`src/rtl/seq_chunk_adder.sv`:
```
// seq_chunk_adder: multi-cycle ripple adder, CHUNK bits per clock; SEQ_CHUNK_ADDER_SUB_EN adds a subtract port
module seq_chunk_adder #(
  parameter int WIDTH = 16,
  parameter int CHUNK = 4
) (
  input  logic             clk,
  input  logic             rst,
  input  logic             start,
  input  logic [WIDTH-1:0] a,
  input  logic [WIDTH-1:0] b,
  input  logic             cin,
`ifdef SEQ_CHUNK_ADDER_SUB_EN
  input  logic             sub,
`endif
  output logic             busy,
  output logic             done,
  output logic [WIDTH-1:0] sum,
  output logic             cout,
  output logic             overflow
);
  localparam int N  = WIDTH / CHUNK;
  localparam int IW = N > 1 ? $clog2(N) : 1;
  typedef enum logic {IDLE, RUN} state_t;
  state_t           state_q, state_d;
  logic [IW-1:0]    idx_q, idx_d;
  logic [WIDTH-1:0] a_q, a_d, b_q, b_d, work_q, work_d, sum_q, sum_d;
  logic             carry_q, carry_d, cout_q, cout_d, ovf_q, ovf_d, done_q, done_d;
  logic [WIDTH-1:0] a_sh, b_sh, b_sel;
  logic [CHUNK:0]   part;
  logic             c_sel, last;
`ifdef SEQ_CHUNK_ADDER_SUB_EN
  assign b_sel = sub ? ~b : b;
  assign c_sel = sub | cin;
`else
  assign b_sel = b;
  assign c_sel = cin;
`endif
  assign busy     = state_q == RUN;
  assign done     = done_q;
  assign sum      = sum_q;
  assign cout     = cout_q;
  assign overflow = ovf_q;
  // capture on start, then add one chunk per RUN cycle and publish the result on the last one
  always_comb begin
    a_sh    = a_q >> (CHUNK * int'(idx_q));
    b_sh    = b_q >> (CHUNK * int'(idx_q));
    part    = {1'b0, a_sh[CHUNK-1:0]} + {1'b0, b_sh[CHUNK-1:0]} + (CHUNK+1)'(carry_q);
    last    = idx_q == IW'(N - 1);
    state_d = state_q;
    idx_d   = idx_q;
    a_d     = a_q;
    b_d     = b_q;
    work_d  = work_q;
    carry_d = carry_q;
    sum_d   = sum_q;
    cout_d  = cout_q;
    ovf_d   = ovf_q;
    done_d  = 1'b0;
    if (state_q == IDLE) begin
      if (start) begin
        state_d = RUN;
        idx_d   = '0;
        a_d     = a;
        b_d     = b_sel;
        carry_d = c_sel;
      end
    end else begin
      work_d[CHUNK * int'(idx_q) +: CHUNK] = part[CHUNK-1:0];
      carry_d = part[CHUNK];
      idx_d   = idx_q + 1'b1;
      if (last) begin
        state_d = IDLE;
        idx_d   = '0;
        sum_d   = work_d;
        cout_d  = part[CHUNK];
        ovf_d   = part[CHUNK] ^ (a_sh[CHUNK-1] ^ b_sh[CHUNK-1] ^ part[CHUNK-1]);
        done_d  = 1'b1;
      end
    end
  end
  // state and datapath registers; reset aborts any operation and clears the published result
  always_ff @(posedge clk) begin
    if (rst) begin
      state_q <= IDLE;
      idx_q   <= '0;
      a_q     <= '0;
      b_q     <= '0;
      work_q  <= '0;
      carry_q <= 1'b0;
      sum_q   <= '0;
      cout_q  <= 1'b0;
      ovf_q   <= 1'b0;
      done_q  <= 1'b0;
    end else begin
      state_q <= state_d;
      idx_q   <= idx_d;
      a_q     <= a_d;
      b_q     <= b_d;
      work_q  <= work_d;
      carry_q <= carry_d;
      sum_q   <= sum_d;
      cout_q  <= cout_d;
      ovf_q   <= ovf_d;
      done_q  <= done_d;
    end
  end
endmodule

```
`config.mk`:
```
export PLATFORM = sky130hd
export DESIGN_NAME = seq_chunk_adder
export DESIGN_NICKNAME = d
export VERILOG_FILES = /design/src/rtl/seq_chunk_adder.sv
export SDC_FILE = /design/constraint.sdc
export NUM_CORES = 1
export LEC_CHECK = 0
export ABC_CLOCK_PERIOD_IN_PS = 3110
export CORE_UTILIZATION = 35
export DETAILED_ROUTE_END_ITERATION = 7
export PLACE_DENSITY = 0.58
export SETUP_SLACK_MARGIN = 0.5
export SLEW_MARGIN = 30
export SYNTH_ARGS = -nofsm -noshare
export SYNTH_HDL_FRONTEND = slang
export SYNTH_SLANG_ARGS = --single-unit
```
`constraint.sdc`:
```
create_clock -name clk -period 3.11 [get_ports clk]
set_input_delay 0.622 -clock clk [delete_from_list [all_inputs] [get_ports clk]]
set_output_delay 0.622 -clock clk [all_outputs]
set_load 0.03 [all_outputs]
```
==> impl_results.md, run 1 <==
- Ys Warns: 0
- Slew HR: 53.69%
- Max Cap Viol: 0
- Hold slack: 0.4548 ns
- Vias: 2509
- Top cells by count, synth: 75 x nand2_1, 71 x dfxtp_1, 40 x a21oi_1
- Mapped Nets: 388
- Synth Instances: 341
- Post-synth top flop: dfxtp_1
- Largest net degree at the start of global routing: 49
- Crit path buf inv count: 1
- Slew Viols, Final: 0
- Status: complete, no violations
- # nets final: 439
- Share of the synthesized area in the top cell type: 46.79%
- IO Port Bufs: 55
- Worst setup EP type: primary output
- Clk buf depth: 2
- Hold buffer count at cts: 0
- Worst min path class: flop to flop
- Grt ovf: 0
- Num rows: 33
- Peak VDD IR: 0.2787 mV
- Most common cell in the netlist: nand2_1
- Area delta synth->final: 31.01%
- Number of synthesized flops with an enable pin: 0
- Number of global-route vias before repair: 2471
- Die H: 95.17 um
- Initial antenna violation count: 0
- Post-synthesis register bit count: 71
- DR vias/cell: 4.998
- RSZ-0062 raised after global routing: false
- Aggregate global-route resource usage: 16.90%
- TritonCTS Buffers: 9
- Leak pwr: 1.458 nW
- DRT Pass-1 Iters: 4
- Top sig layer: met4
- Cell Chain, Critical Path: clkdlybuf4s50_1
- Mapped Area: 0.003038 sq mm
- Power per cell area: 549.3 mW/mm^2
- Critical Path AT: 1.91 ns
- TNS Setup: 0 ns
- Worst skew pair latency: 0.35 ns
- DP HPWL: 5005 um
- Root buffer cell: clkbuf_8
- Fin. Hold Viols: 0
- Met3 routed WL: 344 um
- Min Tclk post-route: 2.527 ns
- Share of layout cells above drive strength 1: 9.320%
- Die Wd: 95.17 um
- Seq/Total Area, Yosys: 46.79%
- Synth Area per Inst: 8.909 sq um
- Final Instance Area: 0.003980 sq mm
- Die ar.: 0.009056 sq mm
- CP top delay family: buffers and inverters
- Critical-path top delay cell: clkdlybuf4s50_1
- Final clock skew: 0.009709 ns
- CP required: 2.49 ns
- Gpl congestion: 0.8067
- Number of remaining DRC errors: 0
- Max stage delay on crit path: 0.80 ns
- Initial core utilization: 36.60%
- Placed instance area: 0.003686 sq mm
- CP Launch Type: flop
- Critical path type: flop to primary output
- Core area: 0.008299 sq mm
- Iteration-0 DRC Markers: 115
- Critical path peak fanout: 17
- Worst Tran Pin Value: 0.6883 ns
- CTS tree: built
- First-pass GRT wire length: 11580 um
- Met1 Routed Length: 3073 um
- Met2 wire len: 3499 um
- Final setup viols: 0
- Top area cells in the synthesized netlist: dfxtp_1 47%, nand2_1 9.3%, a21oi_1 6.6%
- I/O Pins: 56
- Final wirelength: 7045 um
- Clock slew at reported path FFs: 0.07 ns
- Post-synth ARST share: 0%
- Routed len/inst: 14.03 um
- Yosys top cell by area: dfxtp_1
- Htree depth: 3
- Antenna Nets Post-Route: 0
- CTS Sinks: 71
- FMAX: 395.7 MHz
- N_diodes: 0
- Unique cell type count in the Yosys netlist: 35
- Fin crit share: 81.26%
registers in the layout (all words and copies together) (netlist names):
signal and count:
work_q 16, sum 16, cout 1, carry_q 1, busy 1, a_q 16
overflow 1, done 1, idx_q 2, b_q 16
final cells by class:
class | instances | area [sq um]
well taps | 105 | 131.4
inverters | 17 | 63.81
fillers | 812 | 4319
clock buffers | 11 | 141.4
flip-flops and latches | 71 | 1426
multi-input cells | 232 | 1493
clock inverters | 5 | 128.9
repair buffers | 61 | 595.6
cells in the final DEF, fill, tap and decap left out, types with 3 or more instances in the layout:
cell type	synthesis	routed
nor2b_1	7	6
mux4_2	6	6
nand2_1	75	75
ha_1	9	9
nand3b_1	4	4
buf_4	1	6
clkdlybuf4s50_1	0	55
o31ai_1	8	8
bufinv_16	0	4
and3_1	3	3
dfxtp_1	71	69
inv_1	16	16
a21oi_1	40	39
a22oi_1	8	8
nor2_1	21	21
a32oi_1	8	8
o22ai_1	6	6
nand3_1	3	3
clkbuf_8	0	10
o21ai_0	5	5
a22o_1	9	9
where the power goes:
part           switching (mW)  internal [mW]  total, mW
clock                   0.351          0.638      0.989
sequential             0.0247          0.938      0.963
combinational           0.125          0.110      0.234
total                   0.501           1.69       2.19
path summary, 6_finish.rpt:
kind | from | to | slack (ns) | depth (start not counted)
setup reg to reg | idx_q[0] | work_q[9] | 0.64 | 7
hold / removal | a_q[0] | a_q[0] | 0.45 | 2
setup / recovery | busy | busy | 0.58 | 1
hold reg to reg | a_q[0] | a_q[0] | 0.45 | 2
layer usage:
metal | up-vias | global-route usage, %
met5 | - | 0
met3 | 12 | 5.423
met2 | 69 | 28.45
met1 | 1143 | 19.68
met4 | 0 | 7.071
li1 | 1285 | -
kinds of logic (layout without fill, tap and decap cells):
logic type      count (synthesis)  after routing  synth area share, %
mux                             9              9                6.507
flops                          71             71                46.79
xor+xnor                        3              3               0.8651
fa+ha+maj                      11             11                5.025
simple gates                  120            120                16.93
compound gates                 89             89                18.86
buf+inv                        38             94                5.025
through the flow:
stage	power, mW	cells	setup WS, ns	utilization [%]
floorplan	1.123	341	0.5022	-
global placement	1.210	485	0.4287	44.41
detailed placement	1.215	485	0.3634	44.41
CTS	2.201	502	0.5122	47.79
global route	2.268	502	0.5053	47.96
finish	2.186	502	0.5829	47.96
timing repair:
action	in CTS	in global routing
setup buffers	1	0
pin swaps	1	0
cloned	0	0
gates resized for setup	2	2
setup endpoints to repair	15	13
Note: power is estimated with default switching activity, not from simulation.
==> inputs of run 2 (changes only) <==
--- a/config.mk
+++ b/config.mk
@@ -5,10 +5,10 @@
 export SDC_FILE = /design/constraint.sdc
 export NUM_CORES = 1
 export LEC_CHECK = 0
-export ABC_CLOCK_PERIOD_IN_PS = 3110
+export ABC_CLOCK_PERIOD_IN_PS = 2300
 export CORE_UTILIZATION = 35
 export DETAILED_ROUTE_END_ITERATION = 7
-export PLACE_DENSITY = 0.58
+export PLACE_DENSITY = 0.6
 export SETUP_SLACK_MARGIN = 0.5
 export SLEW_MARGIN = 30
 export SYNTH_ARGS = -nofsm -noshare
==> constraint.sdc (replaced) <==
create_clock -name clk -period 2.3 [get_ports clk]
set_input_delay 0.46 -clock clk [delete_from_list [all_inputs] [get_ports clk]]
set_output_delay 0.46 -clock clk [all_outputs]
set_load 0.03 [all_outputs]
==> run 2 against run 1 <==
  * The run now ends with negative setup slack left
  * Sequential cell count unchanged
  * Combinational power up 76%
  * Clock skew up 0.0013 ns
  * Clock power rose by 9%
  * Total power grew 27%
  * Via count is 5.5% higher
  * Sequential power up 34%
  * Final area grew 6.1%
  * Hold slack got worse by 0.012 ns
  * Count of clock-buffer cells in the layout stayed put
  * Critical path depth increased by 7
  * Die area did not move
==> impl_results.md, run 2 (same netlist as run 1, synthesis figures left out) <==
- Commonest non-fill, non-tap cell in the layout: nand2_1
- DP HPWL: 5259 um (+5.1%)
- Sequential Power Share: 46.5% (+2.5 points)
- Number of remaining DRC errors: 0 (unchanged)
- CTS tree: built
- Number of global-route vias before repair: 2573 (+4.1%)
- Leak pwr: 1.607 nW (+10%)
- Core area: 0.008299 sq mm (unchanged)
- Comb power frac: 14.8% (+4.1 points)
- Vias: 2648 (+5.5%)
- CP required: 2.54 ns (+0.05 ns)
- Critical Path AT: 2.55 ns (+0.64 ns)
- Final wirelength: 7396 um (+5.0%)
- Top Usage Layer GRT: met2
- Hold slack: 0.4424 ns (-0.01241 ns)
- I/O Pins: 56 (unchanged)
- Initial core utilization: 36.60% (unchanged)
- Final worst setup slack: -0.01041 ns (-0.5933 ns)
- Initial antenna violation count: 0 (unchanged)
- FMAX: 432.8 MHz
- Most frequent cells in the layout: 75 x nand2_1, 70 x dfxtp_1, 35 x clkdlybuf4s50_1
- N_diodes: 0 (unchanged)
- Pwr Total: 2.786 mW (+27%)
- Place WS: -0.07561 ns (-0.4390 ns)
- Met1 GRT Util: 21.16% (+1.5 points)
- Routed len/inst: 14.39 um (+2.5%)
- Antenna Nets Post-Route: 0 (unchanged)
- Die H: 95.17 um (unchanged)
- TritonCTS Buffers: 9 (unchanged)
- Root buffer cell: clkbuf_8
- DRT Pass-1 Iters: 4 (unchanged)
- Status: finished, violations left
- Htree depth: 3 (unchanged)
- DR vias/cell: 5.152 (+3.1%)
- Clock slew at reported path FFs: 0.08 ns (about the same)
- # nets final: 451 (+2.7%)
- NetSw: 709.0 uW (+42%)
- Num rows: 33 (unchanged)
- Die Wd: 95.17 um (unchanged)
- Fin. Hold Viols: 0 (unchanged)
- Area delta synth->final: 39.04%
- Slew Viols, Final: 0 (unchanged)
- Gpl congestion: 0.8546 (+5.9%)
- First-pass GRT wire length: 12280 um (+6.1%)
- Peak VDD IR: 0.2777 mV (-0.34%)
- RSZ-0062 raised after global routing: true
- Iteration-0 DRC Markers: 69 (-40%)
- Power per cell area: 659.5 mW/mm^2 (+20%)
- Worst Tran Pin Value: 0.3833 ns (-0.3050 ns)
- Critical path peak fanout: 5 (-12)
- Fillers: 801 (-1.4%)
- Clock power frac: 38.8% (-6.4 points)
- Aggregate global-route resource usage: 17.79% (+0.89 points)
- Final clock skew: 0.01098 ns (+0.001273 ns)
- Met2 Track Usage GR: 30.48% (+2.0 points)
- Clk buf depth: 2 (unchanged)
- IO Port Bufs: 55 (unchanged)
- Hold buffer count at cts: 0 (unchanged)
- Internal: 2.077 mW (+23%)
- Largest net degree at the start of global routing: 33 (-33%)
- Max Cap Viol: 0 (unchanged)
- Worst setup EP type: flop
- Worst min path class: flop to flop
- CP Launch Type: flop
- GRT met3 Usage: 3.907% (-1.5 points)
- Slew HR: 74.44% (+21 points)
- Fin crit share: 100.5%
- Failing checks: negative setup slack
- Critical path type: flop to flop
- Min Tclk post-route: 2.310 ns
- Worst skew pair latency: 0.35 ns (about the same)
- Placed instance area: 0.003792 sq mm (+2.9%)
- Final Instance Area: 0.004224 sq mm (+6.1%)
- Grt ovf: 0 (unchanged)
- Share of layout cells above drive strength 1: 19.32% (+10 points)
- Sw frac: 25.45% (+2.5 points)
- Final setup viols: 3 (+3)
- CTS Sinks: 71 (unchanged)
- Die ar.: 0.009056 sq mm (unchanged)
- TNS Setup: -0.01467 ns (-0.01467 ns)
-- run 2: worst paths after layout --
check / from / end / slack, ns / cells past startpoint
max: idx_q[0] / work_q[6] / -0.01 / 8
min: sum[8] / sum[8] / 0.44 / 2
max reg2reg: idx_q[0] / work_q[6] / -0.01 / 8
min reg2reg: sum[8] / sum[8] / 0.44 / 2
-- run 2: cell type report --
type | count | area, sq um | area share [%]
multi-input cells | 232 | 1690 | 40.02
flip-flops and latches | 71 | 1425 | 33.74
repair buffers | 73 | 694.4 | 16.44
clock buffers | 11 | 131.4 | 3.110
well taps | 105 | 131.4 | 3.110
clock inverters | 5 | 83.83 | 1.985
inverters | 17 | 67.56 | 1.600
-- run 2: power groups by stage --
stage | clock network, mW | logic, mW | registers [mW]
4_1_cts | 1.11 | 0.387 | 1.29
6_report | 1.08 | 0.412 | 1.29
2_1_floorplan | 0 | 0.221 | 1.32
3_3_place_gp | 0 | 0.338 | 1.32
5_1_grt | 1.15 | 0.451 | 1.30
3_5_place_dp | 0 | 0.341 | 1.32
-- run 2: worst max-delay path, cell delays in order, from the launching register on --
cell     delay [ns]
dfxtp_4        0.38
mux4_2         0.52
fa_2           0.39
inv_2          0.07
fa_2           0.27
xor2_4         0.25
nor2_4         0.08
a22oi_1        0.17
nor2_1         0.05
-- run 2: routing by layer --
metal  share of wire, %  wire length (um)  vias up
met4                2.1               158        0
li1                   -                 -     1310
met5                  0                 0        -
met2                 52              3812       69
met1                 43              3156     1255
met3                3.6               268       14
-- run 2: what timing repair did --
| item | 4_1_cts | 5_1_grt |
|---|---|---|
| endpoints found under the hold margin | 0 | 0 |
| pin swaps | 18 | 18 |
| buffers inserted | 3 | 1 |
| gates resized for setup | 40 | 17 |
| setup endpoints to repair | 54 | 38 |
| gates cloned | 0 | 0 |
-- run 2: metrics by stage --
step | utilization (%) | cells
after floorplan | - | 341
after global placement | 45.70 | 494
after detailed placement | 45.70 | 494
after CTS | 49.65 | 513
after global routing | 50.90 | 514
final | 50.90 | 514
